### src/rtl/cronometro_ctrl.sv
// ---------------------------------------------------------------------------
// cronometro_ctrl
//
// Control and sequencing core of an mm:ss stopwatch. A start/stop button and
// a clear button drive a four-state run/pause/clear FSM. A one-second
// prescaler advances a cascade of BCD digit counters (seconds units, seconds
// tens, minutes units, minutes tens). A free-running scan divider multiplexes
// the four digits onto a single 7-segment bus.
//
// Parameters
//   TICK_DIV  clock cycles per counted second (>= 2)
//   SCAN_DIV  clock cycles each digit stays selected (>= 1)
//
// Ports
//   CLK       system clock, every register updates on its rising edge
//   RST       synchronous active-high reset, overrides every other event
//   btn_ss    start/stop button level (debounced, CLK-synchronous)
//   btn_clr   clear button level (debounced, CLK-synchronous)
//   seg[6:0]  segments of the scanned digit, active-high, seg[6]=a..seg[0]=g
//   an[3:0]   one-hot digit enable, an[0]=seconds units..an[3]=minutes tens
//   d_su      seconds units digit (BCD)
//   d_st      seconds tens digit (BCD)
//   d_mu      minutes units digit (BCD)
//   d_mt      minutes tens digit (BCD)
//   run       high while counting
//   done      high once 59:59 has been reached and the count has stopped
//   sec_tick  registered one-cycle pulse for every counted second
// ---------------------------------------------------------------------------
module cronometro_ctrl #(
    parameter int TICK_DIV = 50000000,
    parameter int SCAN_DIV = 50000
) (
    input  logic       CLK,
    input  logic       RST,
    input  logic       btn_ss,
    input  logic       btn_clr,
    output logic [6:0] seg,
    output logic [3:0] an,
    output logic [3:0] d_su,
    output logic [3:0] d_st,
    output logic [3:0] d_mu,
    output logic [3:0] d_mt,
    output logic       run,
    output logic       done,
    output logic       sec_tick
);

    localparam int PW = (TICK_DIV > 1) ? $clog2(TICK_DIV) : 1;
    localparam int SW = (SCAN_DIV > 1) ? $clog2(SCAN_DIV) : 1;
    localparam logic [PW-1:0] PRE_LAST  = PW'(TICK_DIV - 1);
    localparam logic [SW-1:0] SCAN_LAST = SW'(SCAN_DIV - 1);

    typedef enum logic [1:0] {
        S_IDLE  = 2'd0,
        S_RUN   = 2'd1,
        S_PAUSE = 2'd2,
        S_DONE  = 2'd3
    } state_t;

    state_t          state;
    state_t          state_nx;
    logic [PW-1:0]   pre;
    logic [PW-1:0]   pre_nx;
    logic [SW-1:0]   scan_cnt;
    logic [1:0]      scan_idx;
    logic [3:0]      scan_digit;

    logic            btn_ss_q;
    logic            btn_clr_q;
    logic            ss_rise;
    logic            clr_rise;
    logic            tick;
    logic            clr_all;
    logic            at_max;

    logic [4:0]      su_inc;
    logic [4:0]      st_inc;
    logic [4:0]      mu_inc;
    logic [4:0]      mt_inc;

    // BCD increment with rollover at 'last'; bit 4 is the carry-out.
    function automatic logic [4:0] bcd_inc(input logic [3:0] d, input logic [3:0] last);
        if (d == last) begin
            return {1'b1, 4'd0};
        end
        return {1'b0, d + 4'd1};
    endfunction

    // Active-high segment decode, a..g on bits 6..0. Non-BCD codes light
    // only the middle bar so a corrupted digit is visibly distinct.
    function automatic logic [6:0] seg_decode(input logic [3:0] d);
        case (d)
            4'd0:    return 7'h7E;
            4'd1:    return 7'h30;
            4'd2:    return 7'h6D;
            4'd3:    return 7'h79;
            4'd4:    return 7'h33;
            4'd5:    return 7'h5B;
            4'd6:    return 7'h5F;
            4'd7:    return 7'h70;
            4'd8:    return 7'h7F;
            4'd9:    return 7'h7B;
            default: return 7'h01;
        endcase
    endfunction

    // Button edges act on the same clock edge that first samples the level high.
    assign ss_rise  = btn_ss  & ~btn_ss_q;
    assign clr_rise = btn_clr & ~btn_clr_q;

    assign at_max = (d_mt == 4'd5) && (d_mu == 4'd9) && (d_st == 4'd5) && (d_su == 4'd9);

    assign su_inc = bcd_inc(d_su, 4'd9);
    assign st_inc = bcd_inc(d_st, 4'd5);
    assign mu_inc = bcd_inc(d_mu, 4'd9);
    assign mt_inc = bcd_inc(d_mt, 4'd5);

    assign run  = (state == S_RUN);
    assign done = (state == S_DONE);

    // Next-state / prescaler logic. A stop request on the wrap cycle
    // suppresses that tick so the pause lands before the second is counted;
    // the prescaler then holds at its last value and the tick fires on the
    // first counting cycle after resume.
    always_comb begin
        state_nx = state;
        pre_nx   = pre;
        clr_all  = 1'b0;
        tick     = (state == S_RUN) && (pre == PRE_LAST) && !ss_rise;

        case (state)
            S_IDLE: begin
                // Start wins over a simultaneous clear; clear in IDLE is a no-op.
                if (ss_rise) begin
                    state_nx = S_RUN;
                    pre_nx   = '0;
                end
            end
            S_RUN: begin
                // Clear is ignored while counting.
                if (ss_rise) begin
                    state_nx = S_PAUSE;
                end else if (tick) begin
                    pre_nx = '0;
                    if (at_max) begin
                        state_nx = S_DONE;
                    end
                end else begin
                    pre_nx = pre + PW'(1);
                end
            end
            S_PAUSE: begin
                // Clear wins over a simultaneous start/stop.
                if (clr_rise) begin
                    state_nx = S_IDLE;
                    pre_nx   = '0;
                    clr_all  = 1'b1;
                end else if (ss_rise) begin
                    state_nx = S_RUN;
                end
            end
            S_DONE: begin
                if (clr_rise) begin
                    state_nx = S_IDLE;
                    pre_nx   = '0;
                    clr_all  = 1'b1;
                end
            end
            default: begin
                state_nx = S_IDLE;
                pre_nx   = '0;
                clr_all  = 1'b1;
            end
        endcase
    end

    // Control registers: FSM, prescaler, button history, tick strobe.
    always_ff @(posedge CLK) begin
        if (RST) begin
            state     <= S_IDLE;
            pre       <= '0;
            btn_ss_q  <= 1'b0;
            btn_clr_q <= 1'b0;
            sec_tick  <= 1'b0;
        end else begin
            state     <= state_nx;
            pre       <= pre_nx;
            btn_ss_q  <= btn_ss;
            btn_clr_q <= btn_clr;
            sec_tick  <= tick;
        end
    end

    // Digit cascade. The terminal tick at 59:59 leaves the digits untouched.
    always_ff @(posedge CLK) begin
        if (RST || clr_all) begin
            d_su <= 4'd0;
            d_st <= 4'd0;
            d_mu <= 4'd0;
            d_mt <= 4'd0;
        end else if (tick && !at_max) begin
            d_su <= su_inc[3:0];
            if (su_inc[4]) begin
                d_st <= st_inc[3:0];
                if (st_inc[4]) begin
                    d_mu <= mu_inc[3:0];
                    if (mu_inc[4]) begin
                        d_mt <= mt_inc[3:0];
                    end
                end
            end
        end
    end

    always_comb begin
        scan_digit = d_su;
        case (scan_idx)
            2'd0:    scan_digit = d_su;
            2'd1:    scan_digit = d_st;
            2'd2:    scan_digit = d_mu;
            2'd3:    scan_digit = d_mt;
            default: scan_digit = d_su;
        endcase
    end

    // Display scan: the index advances on each scan-divider wrap, and the
    // anode and segment registers sample the current index together so they
    // never show a mismatched digit/position pair.
    always_ff @(posedge CLK) begin
        if (RST) begin
            scan_cnt <= '0;
            scan_idx <= 2'd0;
            an       <= 4'b0001;
            seg      <= 7'h7E;
        end else begin
            if (scan_cnt == SCAN_LAST) begin
                scan_cnt <= '0;
                scan_idx <= scan_idx + 2'd1;
            end else begin
                scan_cnt <= scan_cnt + SW'(1);
            end
            an  <= 4'b0001 << scan_idx;
            seg <= seg_decode(scan_digit);
        end
    end

endmodule

### config.mk
export PLATFORM = sky130hd
export DESIGN_NAME = cronometro_ctrl
export DESIGN_NICKNAME = d
export VERILOG_FILES = /design/src/rtl/cronometro_ctrl.sv
export SDC_FILE = /design/constraint.sdc
export NUM_CORES = 1
export LEC_CHECK = 0
export ABC_AREA = 1
export CAP_MARGIN = 0
export CELL_PAD_IN_SITES_DETAIL_PLACEMENT = 1
export CELL_PAD_IN_SITES_GLOBAL_PLACEMENT = 2
export CORE_ASPECT_RATIO = 0.6
export CORE_MARGIN = 2
export CORE_UTILIZATION = 30
export CTS_CLUSTER_SIZE = 30
export DETAILED_ROUTE_END_ITERATION = 6
export GPL_ROUTABILITY_DRIVEN = 0
export PLACE_DENSITY_LB_ADDON = 0.1
export SLEW_MARGIN = 20
export SYNTH_ARGS = -nofsm -noshare
export SYNTH_HDL_FRONTEND = slang
export SYNTH_SLANG_ARGS = --single-unit
export TNS_END_PERCENT = 10
### constraint.sdc
create_clock -name CLK -period 1.8 [get_ports CLK]
set_input_delay 0.36 -clock CLK [delete_from_list [all_inputs] [get_ports CLK]]
set_output_delay 0.36 -clock CLK [all_outputs]
set_load 0.02 [all_outputs]
* After elaboration in Yosys (flattened, before gate mapping)
Memory sizes are Yosys's and may differ from the RTL's. A register that Yosys moved wholly into a read port is not among the register bits.
Cells that the tools add are included.
** Operators by class
- Add/subtract/negate cells :: 7
- $mul :: 0
- Divide/modulo/power cells :: 0
- Order comparisons :: 0
- Equal/unequal tests :: 18
- Shift-type cells :: 1
- Multiplexer cells :: 27
- Bitwise operators :: 4
- Reduce and logical (&&, ||, !) cells :: 18
** Operators by type and width (count)
- $mux W26 :: 4
- $pmux W26 S3 :: 1
- $mux W5 :: 6
- $add A26 B1 Y26 const B :: 1
- $eq A26 B26 Y1 const B :: 1
- $add A16 B1 Y16 const B :: 1
- $add A4 B1 Y4 const B :: 4
- $eq A16 B16 Y1 const B :: 1
- $pmux W4 S4 :: 1
- $mux W2 :: 6
- $reduce_and A3 Y1 :: 3
- $eq A2 B2 Y1 const B :: 4
- $eq A4 B3 Y1 const B :: 2
- $eq A4 B4 Y1 const B :: 2
- $mux W4 :: 2
- $pmux W2 S4 :: 1
- $logic_and A1 B1 Y1 :: 6
- $mux W1 :: 6
- $ne A3 B1 Y1 const B :: 2
- $eq A2 B1 Y1 const B :: 2
- $logic_not A2 Y1 :: 2
- $ne A2 B1 Y1 const B :: 2
- $ne A2 B2 Y1 const B :: 2
- $reduce_and A4 Y1 :: 1
- other kinds (8) :: 12
** Storage, ports and cells
- Flip-flop bits (word level) :: 69
- Latch bits :: 0
- Memory bits (writable) :: 0
- ROM bits :: 112
- Input bits :: 4
- Output and inout port bits :: 30
- Logic and storage cells :: 88
- Memories kept :: 1
** Memory list
- (name not given) :: depth 16, bits a word 7, rd ports 1, clocked after Yosys merged registers in 1, write ports 0, line 92 : case (d)

* Logic depth before layout (Yosys ltp)
- Word-level depth :: 8
- Mapped depth :: 13
- Depth with buffers taken out :: 13

* Least setup slack after synthesis
OpenSTA, ideal clock, no wires.
- Path type :: register -> register
- From :: register scan_idx[0]
- To :: register seg[2]
- Data arrival time :: 1719 ps
- Data required time :: 1675 ps
- Setup slack :: -44 ps
- Cell stages (with the launch flop) :: 10
- Path buffers :: 0
- Clock period less this slack :: 1844 ps
- Cell sequence :: dfxtp_1 > inv_1 > ha_1 > inv_1 > nand2_1 > o22ai_1 > inv_1 > ha_1 > o21ai_0 > nand3_1
** On the way
- Longest elaborated chain between the ends :: 2
- Elaborated cells on any way between the ends :: 5
- Classes of those cells :: 3 x eq/ne; 1 x mux; 1 x reduce/logical
** Ends and longest elaborated chain
- from (decl) :: line 65 : logic [1:0] scan_idx;
- from (signal assigned) :: line 238 : scan_idx <= scan_idx + 2'd1;
- $eq A2 B2 Y1 (tied with other cells) :: line 217 : case (scan_idx)
- $pmux W4 S4 (*) :: line 217
- to (decl) :: line 37 : output logic [6:0] seg,
Every way passes the cells marked *; elsewhere a longest branch is shown, timed or not.
A chain may end at the register's enable or synchronous reset.

* Final worst setup path
- From :: input port btn_ss
- To :: register pre[12]
** On the way
- Longest elaborated chain between the ends :: 6
- Elaborated cells on any way between the ends :: 9
- Classes of those cells :: 2 x eq/ne; 3 x mux; 1 x bitwise; 3 x reduce/logical
** Ends and longest elaborated chain
- from (decl) :: line 35 : input logic btn_ss,
- $and A1 B1 Y1 (*) :: line 108 : assign ss_rise = btn_ss & ~btn_ss_q;
- $logic_not A1 Y1 :: line 129 : tick = (state == S_RUN) && (pre == PRE_LAST) && !ss_rise;
- $logic_and A1 B1 Y1 :: line 129
- $mux W26 :: line 143 : end else if (tick) begin
- $mux W26 :: line 141 : if (ss_rise) begin
- $pmux W26 S3 :: line 131 : case (state)
- to (signal assigned) :: line 187 : pre <= pre_nx;
- to (decl) :: line 62 : logic [PW-1:0] pre;
Every way passes the cells marked *; elsewhere a longest branch is shown, timed or not. The select of a mux whose other input is x is not followed.

==> summary.md <==
| Metric | Value |
|---|---|
| Clock buffer depth | `2` |
| Crit end category | `flop` |
| Syn Std Cell Area | `0.00432 mm^2` |
| Max-cap viol count | `0` |
| Max Clock Freq | `0.568 GHz` |
| DRT Pass-1 Iters | `4` |
| Cell family contributing the most delay on the critical path | `buffers and inverters` |
| Crit Path Class | `in2reg` |
| Worst Tran Pin Value | `400 ps` |
| Number of DRC markers in iteration 0 | `258` |
| Filler cells | `1782` |
| Setup ws final | `39.2 ps` |
| Worst endpoint required time | `2070 ps` |
| Status | `complete, no violations` |
| Drt drc | `0` |
| # hold bufs at CTS | `0` |
| Vias in the first global route | `4641` |
| Initial Util | `31.1%` |
| GRT Overall Usage | `19.7%` |
| Min-delay src | `btn_clr` |
| Top-area cell type share of the netlist area | `35.2%` |
| Critical-path top delay cell | `clkdlybuf4s50_1` |
| GR peak layer | `met1` |
| M1 GR Usage | `30.7%` |
| Post-Place Setup Slack | `-320 ps` |
| Crit path time final | `1760 ps` |
| Clock sink count | `76` |
| Hold Vio Cnt, Final | `0` |
| IO Port Bufs | `33` |
| Crit share post-route | `97.8%` |
| Leakage | `2.56 nW` |
| M2 GR Usage | `26.7%` |
| Antenna-violating nets left | `0` |
| Avg Cell Area, Syn | `6.78 um^2` |
| RSZ-0062 raised after global routing | `yes` |
| Final wirelength | `15000 um` |
| # rows | `33` |
| Synth Warn # | `0` |
| Total number of vias | `4487` |
| Worst-path clk slew | `60 ps` |
| Die area | `0.0154 mm^2` |
| Cells after synthesis | `637` |
| CTS Root Cell | `clkbuf_16` |
| CTS tree | `yes` |
| Number of CTS-inserted buffers | `9` |
| Largest net degree at the start of global routing | `17` |
| Number of antenna violations at the first check in global routing | `0` |
| Final setup fails | `0` |
| H-tree levels | `3` |
| Seq/Total Area, Yosys | `35.2%` |
| GR Layer Usage met3 | `5.75%` |
| Wirelength per Cell | `15.6 um` |
| CP max FO | `5` |
| Buf+Inv Stages, Crit Path | `4` |
| Core ar. | `0.0139 mm^2` |
| CP max stage delay | `440 ps` |
| Total I/O pin count | `34` |
| Top cells by area, synth | `dfxtp_1, nand2_1, nor2_1` |
| Largest area contributor in the netlist | `dfxtp_1` |
| Post-synthesis net count | `653` |
| Number of diodes | `0` |
| Netlist cell types | `38` |
| Slew Viols, Final | `0` |
| Via density | `4.67` |
| GRT overflow | `0` |
| Clock Skew | `8.75 ps` |
| Power Density | `700 mW/mm^2` |
| Final Core Density | `44.2%` |
| Share of cells above drive strength 1 | `28.4%` |
| Global-route wire length before repair | `24500 um` |
| Synthesis-stage register bit count | `76` |
| Clock Latency Late Sink | `340 ps` |
| Post-DP HPWL | `12000 um` |
| CP cell instances | `clkdlybuf4s50_1 -> nand2_2 -> inv_1 -> nand2_2 -> nand3_4 -> buf_8 -> nor4_4 -> xor2_1 -> inv_1 -> nor2_1` |
| Die X-Extent | `159 um` |
| Relative slew slack | `73.1%` |
| Nets | `779` |
| Area grow syn2layout | `41.9%` |
| Crit Reg-Reg Startpoint | `scan_idx[0]` |
| CP arrival | `2030 ps` |
| Startpoint Class | `input port` |
| Peak VDD IR | `0.338 mV` |
| Worst hold path type | `in2reg` |
| Setup crit start | `btn_ss` |
| Die Ht | `96.9 um` |
-- flip-flops by register name, summed over array words and instances, names as in the netlist --
signal and count:
an 4, btn_clr_q 1, btn_ss_q 1, d_mt 4, d_mu 4, d_st 4, d_su 4, pre 26
scan_cnt 16, scan_idx 2, sec_tick 1, seg 7, state 2
-- report_power, final --
part / switching [mW] / internal [mW]
logic: 0.404 / 0.304
clock network: 0.760 / 1.08
registers: 0.0338 / 1.71
total: 1.20 / 3.09
-- worst paths after layout --
kind	endpoint	slack, ps	depth (start not counted)
min reg2reg	scan_cnt[0]	420	1
min	btn_clr_q	280	3
max reg2reg	seg[3]	70	11
max	pre[12]	40	10
-- through the flow --
step / instances / area [um^2] / hold WS (ps) / TNS [ps] / total power, mW
floorplan: 637 / 4320 / 418 / 0 / 2.09
global placement: 935 / 5440 / 429 / -6720 / 2.30
detailed placement: 935 / 5440 / 455 / -10260 / 2.32
CTS: 951 / 5770 / 464 / -3.01 / 4.18
global route: 960 / 6130 / 314 / -512 / 4.47
finish: 960 / 6130 / 280 / 0 / 4.29
-- tightest hold or removal path: stages --
cell            delay (ps)
dlymetal6s2s_1          90
inv_2                   50
nor2_1                  70
-- placed cells by master (no fill, tap or decap), types with 3 or more instances in the layout --
| cell | n |
|---|---|
| a21oi_1 | 31 |
| buf_4 | 85 |
| clkbuf_16 | 10 |
| clkdlybuf4s50_1 | 23 |
| dfxtp_1 | 62 |
| dfxtp_2 | 12 |
| dlygate4sd2_1 | 4 |
| dlymetal6s2s_1 | 6 |
| ha_1 | 8 |
| ha_4 | 3 |
| inv_1 | 76 |
| inv_2 | 15 |
| nand2_1 | 133 |
| nand2_2 | 17 |
| nand2_4 | 3 |
| nand3_1 | 32 |
| nand3_2 | 4 |
| nand3_4 | 3 |
| nand3b_1 | 3 |
| nand4_1 | 18 |
| nor2_1 | 82 |
| nor2_2 | 18 |
| nor2_4 | 16 |
| nor3_1 | 24 |
| nor3_4 | 3 |
| nor3b_2 | 3 |
| o21ai_0 | 14 |
| o21ai_1 | 9 |
| or2_0 | 3 |
| xor2_1 | 12 |
-- final cells by class --
type,count,area (um^2),area share [%]
Tap cell,192,240,3.92
Inverter,94,363,5.92
Timing Repair Buffer,121,1030,16.8
Clock inverter,6,65.1,1.06
Sequential cell,76,1540,25.2
Multi-Input combinational cell,461,2660,43.4
Clock buffer,10,229,3.74
-- cells by family (layout without fill, tap and decap cells) --
family                   count (synthesis)  in the layout  synth area share (%)
flip-flops                              76             76                  35.2
XOR/XNOR                                12             12                  2.43
adder cells (fa/ha/maj)                 12             12                  3.48
AO/OA/AOI/OAI                           67             67                  8.38
AND/OR/NAND/NOR                        370            370                  41.3
buffers and inverters                  100            231                  9.19
-- synthesized netlist by cell type, drive strengths merged --
| library cell | instances |
|---|---|
| a211oi | 1 |
| nand4 | 18 |
| or2 | 3 |
| dfxtp | 76 |
| o221ai | 1 |
| nand3b | 3 |
| nand2 | 154 |
| inv | 94 |
| buf | 5 |
| nor2 | 116 |
| o21ai | 24 |
| o21bai | 2 |
| nand3 | 39 |
| a31oi | 1 |
| a21oi | 33 |
| clkbuf | 1 |
| o22ai | 5 |
| nor3 | 28 |
| ha | 12 |
| xor2 | 12 |
| nor4 | 3 |
| nor3b | 6 |
-- layer usage --
metal	routed length [um]	share of wire, %	vias up
li1	-	-	2290
met5	0	0	-
met3	841	5.6	8
met2	5780	39	73
met4	73	0.49	0
met1	8250	55	2116
-- timing repair --
item,4_1_cts,5_1_grt
gates resized for setup,18,90
pin swaps,0,17
endpoints found under the setup margin,40,73
setup buffers,0,8
gates cloned,0,1
No activity file was read; power rests on OpenSTA's default activity.
